File: src/rtl/decode_queue.sv
`default_nettype none
// ============================================================================
// Module   : decode_queue
// Purpose  : Multi-lane fetch-to-decode queue that also marks instructions
//            sitting under a short-forward-branch shadow.
// Revision : 1.0
// ============================================================================
module decode_queue #(
    parameter int WIDTH      = 2,
    parameter int DEPTH      = 8,
    parameter int SHADOW_MAX = 4
) (
    input  logic                      clk,
    input  logic                      rst_n,
    input  logic [WIDTH-1:0]          in_valid,
    input  logic [32*WIDTH-1:0]       in_instr,
    input  logic [32*WIDTH-1:0]       in_pc,
    output logic                      in_ready,
    input  logic                      flush,
    output logic [WIDTH-1:0]          out_valid,
    output logic [32*WIDTH-1:0]       out_instr,
    output logic [32*WIDTH-1:0]       out_pc,
    output logic [WIDTH-1:0]          out_shadowed,
    input  logic                      out_ready,
    output logic [$clog2(DEPTH):0]    count
);

    localparam int c_AW = $clog2(DEPTH);
    localparam int c_CW = c_AW + 1;
    localparam int c_SW = $clog2(SHADOW_MAX + 1);

    logic [c_AW-1:0] r_head;
    logic [c_AW-1:0] r_tail;
    logic [c_CW-1:0] r_count;
    logic [c_SW-1:0] r_shdw;

    logic [31:0]     r_instr_mem [DEPTH];
    logic [31:0]     r_pc_mem    [DEPTH];

    logic [c_CW-1:0] w_enq_n;
    logic [c_CW-1:0] w_deq_n;
    logic            w_run_stop;
    logic [c_SW-1:0] w_run;
    logic [c_SW-1:0] w_shdw_next;

    logic [WIDTH-1:0] w_is_sfb;
    logic [WIDTH-1:0] w_is_shadowable;
    logic [c_SW-1:0]  w_sfb_len [WIDTH];

    assign count    = r_count;
    assign in_ready = (c_CW'(DEPTH) - r_count) >= c_CW'(WIDTH);

    // Only the unbroken run of valid lanes starting at lane 0 is accepted.
    always_comb begin
        w_enq_n    = '0;
        w_run_stop = 1'b0;
        for (int i = 0; i < WIDTH; i++) begin
            if (!in_valid[i]) begin
                w_run_stop = 1'b1;
            end else if (!w_run_stop) begin
                w_enq_n = w_enq_n + c_CW'(1);
            end
        end
        if (!in_ready) begin
            w_enq_n = '0;
        end
    end

    always_comb begin
        w_deq_n = '0;
        if (out_ready) begin
            w_deq_n = (r_count > c_CW'(WIDTH)) ? c_CW'(WIDTH) : r_count;
        end
    end

    generate
        for (genvar g = 0; g < WIDTH; g++) begin : g_lane
            logic [c_AW-1:0] w_idx;
            logic [12:0]     w_bimm;

            assign w_idx                = r_head + c_AW'(g);
            assign out_valid[g]         = r_count > c_CW'(g);
            assign out_instr[32*g +: 32] = r_instr_mem[w_idx];
            assign out_pc[32*g +: 32]    = r_pc_mem[w_idx];

            assign w_bimm = {out_instr[32*g+31], out_instr[32*g+7],
                             out_instr[32*g+25 +: 6], out_instr[32*g+8 +: 4], 1'b0};

            assign w_is_sfb[g] = (out_instr[32*g +: 7] == 7'b1100011)
                              && (out_instr[32*g+12 +: 3] != 3'b010)
                              && (out_instr[32*g+12 +: 3] != 3'b011)
                              && !out_instr[32*g+31]
                              && (w_bimm != 13'd0)
                              && ({19'd0, w_bimm} <= 32'(4 * SHADOW_MAX));

            // A 2-byte offset yields a zero-length shadow rather than wrapping.
            assign w_sfb_len[g] = (w_bimm[12:2] == 11'd0) ? '0
                                : c_SW'(w_bimm[12:2] - 11'd1);

            assign w_is_shadowable[g] = (out_instr[32*g +: 7] == 7'b0110111)
                                     || (out_instr[32*g +: 7] == 7'b0010011)
                                     || ((out_instr[32*g +: 7] == 7'b0110011)
                                         && ((out_instr[32*g+25 +: 7] == 7'b0000000)
                                          || (out_instr[32*g+25 +: 7] == 7'b0100000)));
        end
    endgenerate

    // Walk lanes oldest-first, carrying the remaining shadow length across them.
    always_comb begin
        w_run        = r_shdw;
        out_shadowed = '0;
        for (int i = 0; i < WIDTH; i++) begin
            if (out_valid[i]) begin
                if (w_run != '0) begin
                    if (w_is_shadowable[i]) begin
                        out_shadowed[i] = 1'b1;
                        w_run           = w_run - c_SW'(1);
                    end else begin
                        w_run = '0;
                    end
                end
                if (w_is_sfb[i]) begin
                    w_run = w_sfb_len[i];
                end
            end
        end
        w_shdw_next = w_run;
    end

    always_ff @(posedge clk or negedge rst_n) begin
        if (!rst_n) begin
            r_head  <= '0;
            r_tail  <= '0;
            r_count <= '0;
            r_shdw  <= '0;
        end else if (flush) begin
            r_head  <= '0;
            r_tail  <= '0;
            r_count <= '0;
            r_shdw  <= '0;
        end else begin
            r_tail  <= r_tail + c_AW'(w_enq_n);
            r_head  <= r_head + c_AW'(w_deq_n);
            r_count <= r_count + w_enq_n - w_deq_n;
            if (out_ready) begin
                r_shdw <= w_shdw_next;
            end
        end
    end

    // Storage is never reset; occupancy alone decides what is visible.
    always_ff @(posedge clk) begin
        if (!flush) begin
            for (int i = 0; i < WIDTH; i++) begin
                if (c_CW'(i) < w_enq_n) begin
                    r_instr_mem[r_tail + c_AW'(i)] <= in_instr[32*i +: 32];
                    r_pc_mem[r_tail + c_AW'(i)]    <= in_pc[32*i +: 32];
                end
            end
        end
    end

endmodule
`default_nettype wire

File: config.mk
export PLATFORM = sky130hd
export DESIGN_NAME = decode_queue
export DESIGN_NICKNAME = d
export VERILOG_FILES = /design/src/rtl/decode_queue.sv
export SDC_FILE = /design/constraint.sdc
export NUM_CORES = 1
export LEC_CHECK = 0
export CAP_MARGIN = 20
export CORE_MARGIN = 1.5
export CORE_UTILIZATION = 55
export DETAILED_ROUTE_END_ITERATION = 10
export PLACE_DENSITY = 0.77
export SYNTH_ARGS = -nofsm -noshare
export SYNTH_HDL_FRONTEND = slang
export SYNTH_SLANG_ARGS = --single-unit
File: constraint.sdc
create_clock -name clk -period 10 [get_ports clk]
set_input_delay 2 -clock clk [delete_from_list [all_inputs] [get_ports clk]]
set_output_delay 2 -clock clk [all_outputs]
set_load 0.1 [all_outputs]
==> results of run 1 <==
-- worst max-delay path: cells and delay by family (launching register included) --
kind / cells / cell delay (ps)
fa+ha+maj: 2 / 360
compound gates: 2 / 340
buf+inv: 2 / 1770
simple gates: 6 / 1970
mux: 2 / 890
flops: 1 / 1000
-- state kept, by name, summed over array words and instances, names as in the netlist --
| register | flops |
|---|---|
| r_instr_mem | 256 |
| r_pc_mem | 256 |
| r_shdw | 3 |
| count | 4 |
| r_head | 3 |
| r_tail | 3 |
-- layout by cell type (no fill, tap or decap), types with 6 or more instances in the layout --
cell type          n
edfxtp_1         512
mux2i_1           34
mux4_2           241
clkbuf_16         57
ha_1              21
xnor2_1            6
mux2_2           579
clkdlybuf4s50_1  270
nor4_1             6
nor3_1             7
dfrtp_1           10
nand2_1          156
buf_4             34
clkbuf_1           9
inv_1             27
nand2b_1           7
bufinv_16          7
o21bai_4           6
and2_1             6
nor2b_1           10
nor2_1            33
clkinv_1          12
clkinv_2          10
-- final cells by class --
cell class | count | area, µm² | area share, %
flip-flops and latches | 525 | 15700 | 43.5
multi-input cells | 1208 | 14500 | 40.2
repair buffers | 307 | 3030 | 8.39
clock buffers | 66 | 1460 | 4.04
well taps | 748 | 936 | 2.59
clock inverters | 36 | 385 | 1.07
inverters | 27 | 101 | 0.280
diodes | 3 | 7.51 | 0.0208
-- per-stage QoR --
step	instance area, µm²	hold WS, ps	power (mW)
global route	36100	684	11.9
floorplan	30700	579	7.82
CTS	36100	656	11.6
global placement	34200	642	9.42
detailed placement	34200	645	9.48
finish	36200	654	11.6
-- cells by family (layout without fill, tap and decap cells) --
logic type | after synthesis | in the layout | share of synthesized area, %
adders and majority gates | 25 | 25 | 1.09
AOI/OAI and AO/OA | 58 | 58 | 1.44
xor gates and xnor gates | 11 | 11 | 0.314
muxes | 854 | 854 | 40.0
DFF | 525 | 525 | 51.2
other | 0 | 3 | 0
buffers and inverters | 165 | 436 | 2.15
and+or+nand+nor | 260 | 260 | 3.78
-- routing by layer --
metal	vias up	wire length [µm]
li1	8153	-
met1	10200	34600
met2	952	43700
met3	151	7610
met4	14	2090
met5	-	81
-- how the worst max path moves through the flow --
stage	from	to	slack, ps	cells past startpoint
3_5_place_dp	r_head[1]	out_shadowed[1]	1630	14
4_1_cts	r_head[1]	out_shadowed[1]	970	14
5_1_grt	r_head[1]	out_shadowed[1]	570	14
3_3_place_gp	r_head[1]	out_shadowed[1]	1700	14
2_1_floorplan	r_head[1]	out_shadowed[1]	400	13
6_report	r_head[1]	out_shadowed[1]	1000	14
-- power groups by stage --
stage / logic, mW / clock network (mW) / registers (mW)
CTS: 6.63 / 2.14 / 2.82
global placement: 6.57 / 0 / 2.85
global route: 6.84 / 2.22 / 2.84
finish: 6.64 / 2.12 / 2.82
floorplan: 5.02 / 0 / 2.80
detailed placement: 6.61 / 0 / 2.87
==> impl_metrics.ini, run 1 <==
[timing]
relSlewSlack_pct = 22.5
grt_setup_unrepaired = no
period_share_pct = 90.0
slew_viol_final = 0
clock_skew_ps = 17.2
fin_tns_setup_ps = 0
hold_viol_final = 0
min_period_ps = 9000
layout_setup_ws_ps = 1000
fmax_mhz = 111
tightest_slew_ps = 1160
setup_viol = 0

[routing]
drt_iter0_markers = 1964
routed_wl_um = 88100
wl_per_cell_um = 30.2
final_antenna_net_count = 0
vias = 19500
first_pass_iters = 5
vias_per_cell = 6.67
drc = 0

[synth]
synthCells = 1898
synth_top_area_share_pct = 50.1
yosys_warnings = 0
ys_seq_elements = 525
syn_avg_cell_area_um2 = 16.2
syn_nets = 2057
synth_edf_count = 512
synth_common_cells = mux2_2, edfxtp_1, mux4_2
async_reset_ff_share_pct = 2.48
synth_area_mm2 = 0.0307
yosysUniqueCellTypes = 58
synth_flop_cell = edfxtp_1
yosysMostFrequentCell = mux2_2
netlist_top_cells_area = edfxtp_1, mux2_2, mux4_2, nand2_1, clkbuf_1
post-synth-top-area-cell = edfxtp_1
synth_seq_area_share_pct = 51.2

[global_route]
gr-max-usage-layer = met2
track_usage_pct = 30.9
antenna_found_initial = 10
use_met3_pct = 5.80
grt_pass1_wl_um = 130000
met2_usage_pct = 51.7
grt_pass1_vias = 20000
grt_max_degree = 71
use_met1_pct = 41.6
grt_remaining_overflow = 0

[setup_path]
reg2reg_to = r_shdw[1]
crit_required_ps = 8000
cp_common_cell = ha_1
cp-end-kind = output port
slowest_delay_ps = 1200
critPathKind = reg -> out
cp_slowest_cell = clkdlybuf4s50_1
worstPathMaxFanout = 49
cp.arrival_ps = 7000
worstPathCellList = buf_4 > mux4_2 > mux2_2 > nor4_1 > nor4b_1 > o2111ai_1 > o211ai_1 > nor2_1 > ha_1 > ha_1 > nand2b_1 > or4_1 > nor3_2 > clkdlybuf4s50_1
start_kind = register
r2r_start = r_head[0]
ff2ff_setup_slack_ps = 4300
rr_worst_depth = 10

[power_and_ir_drop]
p_sw_share_pct = 49.8
p_int_mw = 5.81
power_density_mw_per_mm2 = 320
p_switching_mw = 5.77
peakVddDrop_mv = 0.399
seq_power_share_pct = 24.4
p_leak_nw = 11.6
clkPwrFrac_pct = 18.3
comb_power_share_pct = 57.3

[die]
num_rows = 86
die-area_mm2 = 0.0572
fp.dieW_um = 239
coreArea_mm2 = 0.0551
start_util_pct = 55.7
ioPinCount = 271
die_h_um = 239

[place]
place_congestion = 0.930
io_buffers = 270
dp_slack_ps = 1630
dpl.hpwl_um = 51300
placed_cells_incl_taps = 2812

[clocking]
clk_pin_slew_ps = 60
numCtsBuffers = 57
post_cts_buffers = 0
cts.htree.levels = 2
cts_tree = done
clock_latency_ps = 630
post_cts_resized = 0
cts_buffer_depth = 3
clock_sinks = 525
cts-hold-fix-buffers = 0
ctsRootBufferMaster = clkbuf_16

[run]
max-cap-violations = 0

[cells_and_area]
drive_gt1_share_pct = 44.7
num-nets-final = 2285
fillers = 3866
areaGrowthSynthToFinish_pct = 17.8
post-route-util_pct = 65.6
final_cells = 2920

[status]
status = finished clean

[worst_hold_path]
min_to = r_shdw[1]
min_from = r_shdw[1]
hold-path-cell-count = 2
hold_class = reg -> reg
Power figures use the tool's default switching activity.
==> run 2: changes to the inputs <==
--- a/config.mk
+++ b/config.mk
@@ -10,6 +10,7 @@
 export CORE_UTILIZATION = 55
 export DETAILED_ROUTE_END_ITERATION = 10
 export PLACE_DENSITY = 0.77
+export REMOVE_ABC_BUFFERS = 1
 export SYNTH_ARGS = -nofsm -noshare
 export SYNTH_HDL_FRONTEND = slang
 export SYNTH_SLANG_ARGS = --single-unit
==> run 2 against run 1 <==
Net effect:
- fmax fell by 3.6%
- clock skew decreased by 3.1 ps
- non-clock buffer count down 2
- first-iteration DRC count is 6.2% lower
- global-route usage fell by 0.45 points
- setup slack got worse by 330 ps
- utilization shrank 0.098 points
- register-to-register slack worse by 240 ps
- wire length decreased by 2.1%
- sequential share of layout area rose by 0.065 points
- clock power about the same
- critical endpoint unchanged
- largest power group unchanged
- highest routed layer unchanged
==> impl_metrics.ini, run 2 (synthesis results as in run 1) <==
[status]
status = finished clean

[routing]
routed_wl_um = 86200
wl_per_cell_um = 29.5
drc = 0
wl_met1_um = 34500
final_antenna_net_count = 0
route.met3.wl_um = 7600
wl_met2_um = 41300
drt_iter0_markers = 1842
vias_per_cell = 6.66
first_pass_iters = 5
vias = 19500
top_layer = met5

[cells_and_area]
num-nets-final = 2284
layout_common_cells = mux2_2, edfxtp_1, clkdlybuf4s50_1, mux4_2, nand2_1
areaGrowthSynthToFinish_pct = 17.7
drive_gt1_share_pct = 44.5
fillers = 3909
finish.instance_area_mm2 = 0.0361
layout_commonest_cell = mux2_2
final_cells = 2922

[run]
max-cap-violations = 0

[clocking]
cts_tree = done
clock_sinks = 525
numCtsBuffers = 58
clock_latency_ps = 630
clk_pin_slew_ps = 60
cts_buffer_depth = 3
post_cts_buffers = 0
post_cts_resized = 0
ctsRootBufferMaster = clkbuf_16
cts-hold-fix-buffers = 0
cts.htree.levels = 2

[setup_path]
worstPathMaxFanout = 62
r2r_start = r_head[0]
cp.arrival_ps = 7330
path_delay_family = buffers and inverters
worstPathCellList = buf_4 > nor2_1 > a22o_1 > a221oi_1 > inv_1 > ha_1 > a21o_1 > nor2_1 > o2111ai_1 > o211ai_1 > nor2_1 > ha_1 > ha_1 > nand2b_1 > or4_1 > nor3_1 > clkdlybuf4s50_1
path_buf_inv = 3
crit_required_ps = 8000
slowest_delay_ps = 1240
cp_slowest_cell = clkdlybuf4s50_1
critPathKind = reg -> out
start_kind = register
cp-end-kind = output port
startpoint = r_head[0]

[place]
io_buffers = 270
dpl_cell_area_mm2 = 0.0342
placed_cells_incl_taps = 2812
place_congestion = 0.877
dpl.hpwl_um = 49600

[die]
ioPinCount = 271
coreArea_mm2 = 0.0551
die_h_um = 239
start_util_pct = 55.7
fp.dieW_um = 239
num_rows = 86
die-area_mm2 = 0.0572

[global_route]
grt_pass1_vias = 20100
antenna_found_initial = 10
grt_pass1_wl_um = 128000
grt_remaining_overflow = 0
track_usage_pct = 30.5
grt_max_degree = 95

[timing]
period_share_pct = 93.3
fmax_mhz = 107
tightest_slew_ps = 1130
slew_viol_final = 0
min_period_ps = 9330
setup_viol = 0
relSlewSlack_pct = 24.4
hold_viol_final = 0
grt_setup_unrepaired = no
clock_skew_ps = 14.1

[power_and_ir_drop]
power_density_mw_per_mm2 = 319
peakVddDrop_mv = 0.353
p_leak_nw = 11.6

[worst_hold_path]
min_from = r_tail[2]
hold_class = reg -> reg
==> run 2: cell count changes in the layout (fill, tap and decap cells not counted), moves of 2 or more <==
cell        change
clkinv_4        -2
clkinv_2        +7
buf_16          -2
clkbuf_16       +4
clkinvlp_4      -2
inv_16          -2
bufinv_16       -2
==> run 2: worst min-delay path, cell delays in order (launching register included) <==
cell     delay (ps)
dfrtp_1         440
xor2_1           90
nor2_1           80
==> run 2: final cells by class <==
class / instances / area [µm²] / area share [%]
timing repair buffer: 305 / 2990 / 8.28
clock inverter: 36 / 292 / 0.808
sequential: 525 / 15700 / 43.5
clock buffer: 70 / 1560 / 4.32
tap: 748 / 936 / 2.59
antenna: 3 / 7.51 / 0.0208
inverter: 27 / 101 / 0.281
multi-input combinational: 1208 / 14500 / 40.2
==> run 2: path summary, 6_finish.rpt <==
kind | endpoint | slack, ps | cells after the start
max in group asynchronous | r_head[1] | 7720 | 1
hold / removal | r_tail[2] | 650 | 2
hold reg to reg | r_tail[2] | 650 | 2
min in group asynchronous | count[3] | 1790 | 1
setup / recovery | out_shadowed[1] | 670 | 17
setup reg to reg | r_shdw[0] | 4060 | 18
==> run 2: per-stage QoR <==
step	setup TNS (ps)	hold slack, ps	utilization (%)	total power [mW]	setup WS, ps
final	0	651	65.5	11.5	668
after global routing	0	678	65.5	11.9	67.1
after CTS	0	650	65.5	11.6	575
after detailed placement	0	632	62.1	9.44	1260
after global placement	0	625	62.1	9.39	1410
after floorplan	-374410	578	-	8.13	-10020
==> run 2: where the power goes <==
part | switching (mW) | internal, mW | total [mW]
clock network | 0.881 | 1.23 | 2.11
registers | 0.202 | 2.64 | 2.84
logic | 4.64 | 1.94 | 6.58
==> run 2: routing by layer <==
metal | track usage (%) | up-vias
met4 | 9.80 | 14
met5 | 0 | -
met3 | 6.44 | 178
met1 | 41.9 | 10200
li1 | - | 8141
met2 | 48.9 | 964
==> patch 1 (settings of run 1) <==
`WIDTH`: 2 -> 1.
--- a/src/rtl/decode_queue.sv
+++ b/src/rtl/decode_queue.sv
@@ -6,7 +6,7 @@
 // Revision : 1.0
 // ============================================================================
 module decode_queue #(
-    parameter int WIDTH      = 2,
+    parameter int WIDTH      = 1,
     parameter int DEPTH      = 8,
     parameter int SHADOW_MAX = 4
 ) (
Interface: changed (7 resized); port bits go from 271 to 140. The function was not compared with the original's and may differ.
==> patch 1 against run 1 <==
- clock skew grew 6.7 ps
- worst setup slack gained 1700 ps
- sequential cell count is the same
- via count shrank 52%
- cell area shrank 34%
- highest routed layer unchanged
- area after synthesis shrank 34%
- count of clock-buffer cells in the layout grew 3
- core utilization grew 0.85 points
- sequential power shrank 7.1%
- wire length shrank 56%
- largest power group is now registers
- power shrank 39%
- register-to-register slack gained 1300 ps
==> patch 1: results (changes against run 1) <==
status: "finished clean"
post_dp_cell_area_mm2: 0.0222  # -35%
drtIter0Drc: 823  # -58%
synth.area.top_cells: "edfxtp_1 (76%), mux4_2 (14%), mux2_2 (3.1%), dfrtp_1 (1.6%), ha_1 (0.81%)"
globalplace.congestion: 0.767  # -18%
drt_first_pass_iters: 5  # unchanged
portBuffers: 139  # -49%
final_area_mm2: 0.0238  # -34%
holdWs_ps: 601  # -53.5 ps
rr_worst_depth: 8  # -2
r2r_slack_ps: 5640  # +1340 ps
clk_latency_ps: 570  # -60 ps
crit_fanout: 50  # +2.0%
ys_warn_count: 0  # unchanged
hp-class: "reg -> reg"
hp-start: "r_shdw[0]$_DFFE_PN0P_"
ys_seq_area_frac: 0.778  # +0.266
relSlewSlack: 0.243  # +0.0184
netlist-cell-type-count: 42  # -28%
synth_common_cells: "edfxtp_1 (512), mux4_2 (128), mux2_2 (55)"
crit_arrival_ps: 5340  # -1660 ps
synth_edf_count: 512  # unchanged
numCtsBuffers: 51  # -11%
slew_violations: 0  # unchanged
final_nets: 1125  # -51%
fin_skew_ps: 23.9  # +6.74 ps
pre_cts_ws_ps: 3140  # +1510 ps
grt_pass1_vias: 9714  # -51%
grt_usage: 0.210  # -0.0991
drive_gt1_frac: 0.262  # -0.184
antenna_found_initial: 2  # -8
crit-reg2reg-capture: "r_shdw[1]$_DFFE_PN0P_"
whs_path_depth: 2  # unchanged
grt_pass1_wl_mm: 59.1  # -54%
wl_per_cell_um: 25.2  # -17%
ir_drop_mv: 0.263  # -34%
grt_max_degree: 64  # -9.9%
p_leak_nw: 7.53  # -35%
dp_hpwl_mm: 20.5  # -60%
hold_path_end: "r_shdw[0]$_DFFE_PN0P_"
vias_per_cell: 6.02  # -9.8%
## patch 1: worst max path at each step
stage | from | to | slack (ps) | depth (start not counted)
finish | r_head[0]$_DFF_PN0_ | out_shadowed | 2660 | 7
global route | r_head[0]$_DFF_PN0_ | out_shadowed | 2220 | 7
CTS | r_head[0]$_DFF_PN0_ | out_shadowed | 2520 | 7
detailed placement | r_head[0]$_DFF_PN0_ | out_shadowed | 3140 | 7
global placement | r_head[0]$_DFF_PN0_ | out_shadowed | 3130 | 7
floorplan | flush | r_instr_mem[0][0]$_DFFE_PP_ | 2490 | 3
## patch 1: routing by layer
| layer | part of all wire | routed length [um] | global-route usage |
|---|---|---|---|
| met1 | 0.43 | 16500 | 0.298 |
| met2 | 0.50 | 19300 | 0.345 |
| met3 | 0.062 | 2400 | 0.0375 |
| met4 | 0.014 | 541 | 0.0503 |
| met5 | 0.00044 | 17 | 0 |
## patch 1: cell type report
class | instances | area (um2)
fill | 2238 | 12000
tap | 461 | 577
inverter | 14 | 52.6
antenna | 1 | 2.50
sequential | 525 | 15700
multi-input combinational | 293 | 4330
timing repair buffer | 156 | 1520
clock inverter | 22 | 220
clock buffer | 69 | 1410
## patch 1: per-stage QoR
| step | power [W] | std cells | utilization |
|---|---|---|---|
| after detailed placement | 0.00527 | 1449 | 0.619 |
| after global routing | 0.00730 | 1540 | 0.665 |
| final | 0.00706 | 1541 | 0.665 |
| after CTS | 0.00712 | 1540 | 0.665 |
| after global placement | 0.00526 | 1449 | 0.619 |
| after floorplan | 0.00468 | 868 | - |
## patch 1: critical path, cell delays in order (launching register included)
cell	delay [ps]
dfrtp_4	1080
buf_4	680
mux4_2	580
mux2i_1	230
nand3_1	220
or4b_4	570
nor3b_1	210
clkdlybuf4s50_1	1160
## patch 1: kinds of logic (layout without fill, tap and decap cells)
family / count (synthesis) / in the layout / share of synthesized area
buffers and inverters: 50 / 261 / 0.0105
xor gates and xnor gates: 8 / 8 / 0.00347
and+or+nand+nor: 62 / 62 / 0.0158
AOI/OAI and AO/OA: 16 / 16 / 0.00539
DFF: 525 / 525 / 0.778
muxes: 189 / 189 / 0.177
other: 1 / 4 / 0.000186
adders and majority gates: 15 / 15 / 0.0100
## patch 1: report_power, final
part / internal, W / total (W) / switching (W)
logic: 0.000828 / 0.00259 / 0.00176
clock network: 0.00108 / 0.00185 / 0.000764
registers: 0.00250 / 0.00262 / 0.000116
total: 0.00442 / 0.00706 / 0.00264
==> patch 2 (flow settings as in run 1) <==
Made on the original files. Register the output `count` once more, without a reset; this adds one clock of latency there. The other outputs are not delayed to match.
--- a/src/rtl/decode_queue.sv
+++ b/src/rtl/decode_queue.sv
@@ -47,7 +47,9 @@
     logic [WIDTH-1:0] w_is_shadowable;
     logic [c_SW-1:0]  w_sfb_len [WIDTH];
 
-    assign count    = r_count;
+    always_ff @(posedge clk) begin
+        count <= r_count;
+    end
     assign in_ready = (c_CW'(DEPTH) - r_count) >= c_CW'(WIDTH);
 
     // Only the unbroken run of valid lanes starting at lane 0 is accepted.
Formal check against the unedited RTL: not equivalent (Yosys sat finds a counterexample within 4 cycles, from zero or initial values and one cycle with rst_n low).
==> patch 2 against run 1 <==
- sequential power about the same
- power decreased by 8.4%
- wire length shrank 2.7%
- sequential cell count increased by 4
- area after synthesis is 0.20% higher
- die area grew 0.19%
- register-to-register slack better by 60 ps
- via count is 3.6% lower
- global-route usage shrank 0.76 points
- worst setup slack better by 430 ps
- core utilization is 0.051 points lower
- cell area is 0.12% higher
- sequential share of layout area rose by 0.17 points
- largest cell class unchanged
- highest routed layer unchanged
==> patch 2: results (changes against run 1) <==
drtIter0Drc: 1822  # -7.2%
placed_cells: 2683  # -4.6%
grt_pass1_wl_mm: 125  # -3.5%
status: "finished clean"
grt.met2_usage: 0.500  # -0.0169
grt_util_met3: 0.0581  # +0.000115
synth-compound-area-share: 0.0107  # -0.00373
wl_per_cell_um: 30.6  # +1.4%
ir_drop_mv: 0.335  # -16%
ys_seq_area_frac: 0.513  # +0.00161
hold_path_end: "count[2]$_DFF_P_"
use_met1: 0.394  # -0.0213
pre_cts_ws_ps: 1900  # +267 ps
fillerInstances: 3798  # -1.8%
synth_common_cells: "mux2_2 (628), edfxtp_1 (512), mux4_2 (251)"
holdWs_ps: 459  # -195 ps
synth_mux_area_frac: 0.421  # +0.0204
ys_async_sr_fraction: 0.0246  # -0.000187
m1WireLength_mm: 32.8  # -5.3%
synthAdderAreaFrac: 0.0105  # -0.000428
synth_xor_area_frac: 0.00338  # +0.000238
synth_nets: 1918  # -6.8%
whs_path_depth: 0  # -2
hp-start: "r_count[2]$_DFF_PN0_"
numCtsBuffers: 58  # +1.8%
internal-power_w: 0.00571  # -1.8%
cp_top_family: "buffers and inverters"
grt_usage: 0.302  # -0.00762
antenna_found_initial: 14  # +4
dp_hpwl_mm: 49.4  # -3.6%
syn_inst: 1760  # -7.3%
final_nets: 2155  # -5.7%
synth.area.top_cells: "edfxtp_1 (50%), mux2_2 (23%), mux4_2 (18%), dfrtp_1 (1.1%), clkbuf_1 (1.1%)"
wl_mm: 85.7  # -2.7%
fin_skew_ps: 13.3  # -3.92 ps
vias_per_cell: 6.70  # +0.45%
dr_wl_met2_mm: 42.5  # -2.6%
slowest_delay_ps: 1160  # -40 ps
drive_gt1_frac: 0.506  # +0.0591
p_leak_nw: 11.4  # -1.8%
grt_max_degree: 125  # +76%
rr_worst_depth: 12  # +2
crit_fanout: 47  # -4.1%
grt_pass1_vias: 19500  # -2.5%
## patch 2: worst max-delay path by stage
stage	cells after the start	slack [ps]	to
floorplan	3	2110	r_instr_mem[0][0]$_DFFE_PP_
global placement	14	1840	out_shadowed[1]
detailed placement	14	1900	out_shadowed[1]
CTS	14	1190	out_shadowed[1]
global route	15	1090	out_shadowed[1]
finish	15	1430	out_shadowed[1]
## patch 2: layout make-up
type | count | area, um2 | share of cell area
tap | 748 | 936 | 0.0259
clock inverter | 37 | 352 | 0.00971
clock buffer | 72 | 1530 | 0.0421
antenna | 8 | 20.0 | 0.000553
multi-input combinational | 1073 | 14400 | 0.399
timing repair buffer | 308 | 3040 | 0.0840
inverter | 27 | 101 | 0.00280
sequential | 529 | 15800 | 0.436
## patch 2: through the flow
stage,total power [W],instance area (um2)
final,0.0106,36200
after floorplan,0.00715,30700
after detailed placement,0.00849,34200
after CTS,0.0106,36100
after global routing,0.0109,36200
after global placement,0.00845,34200
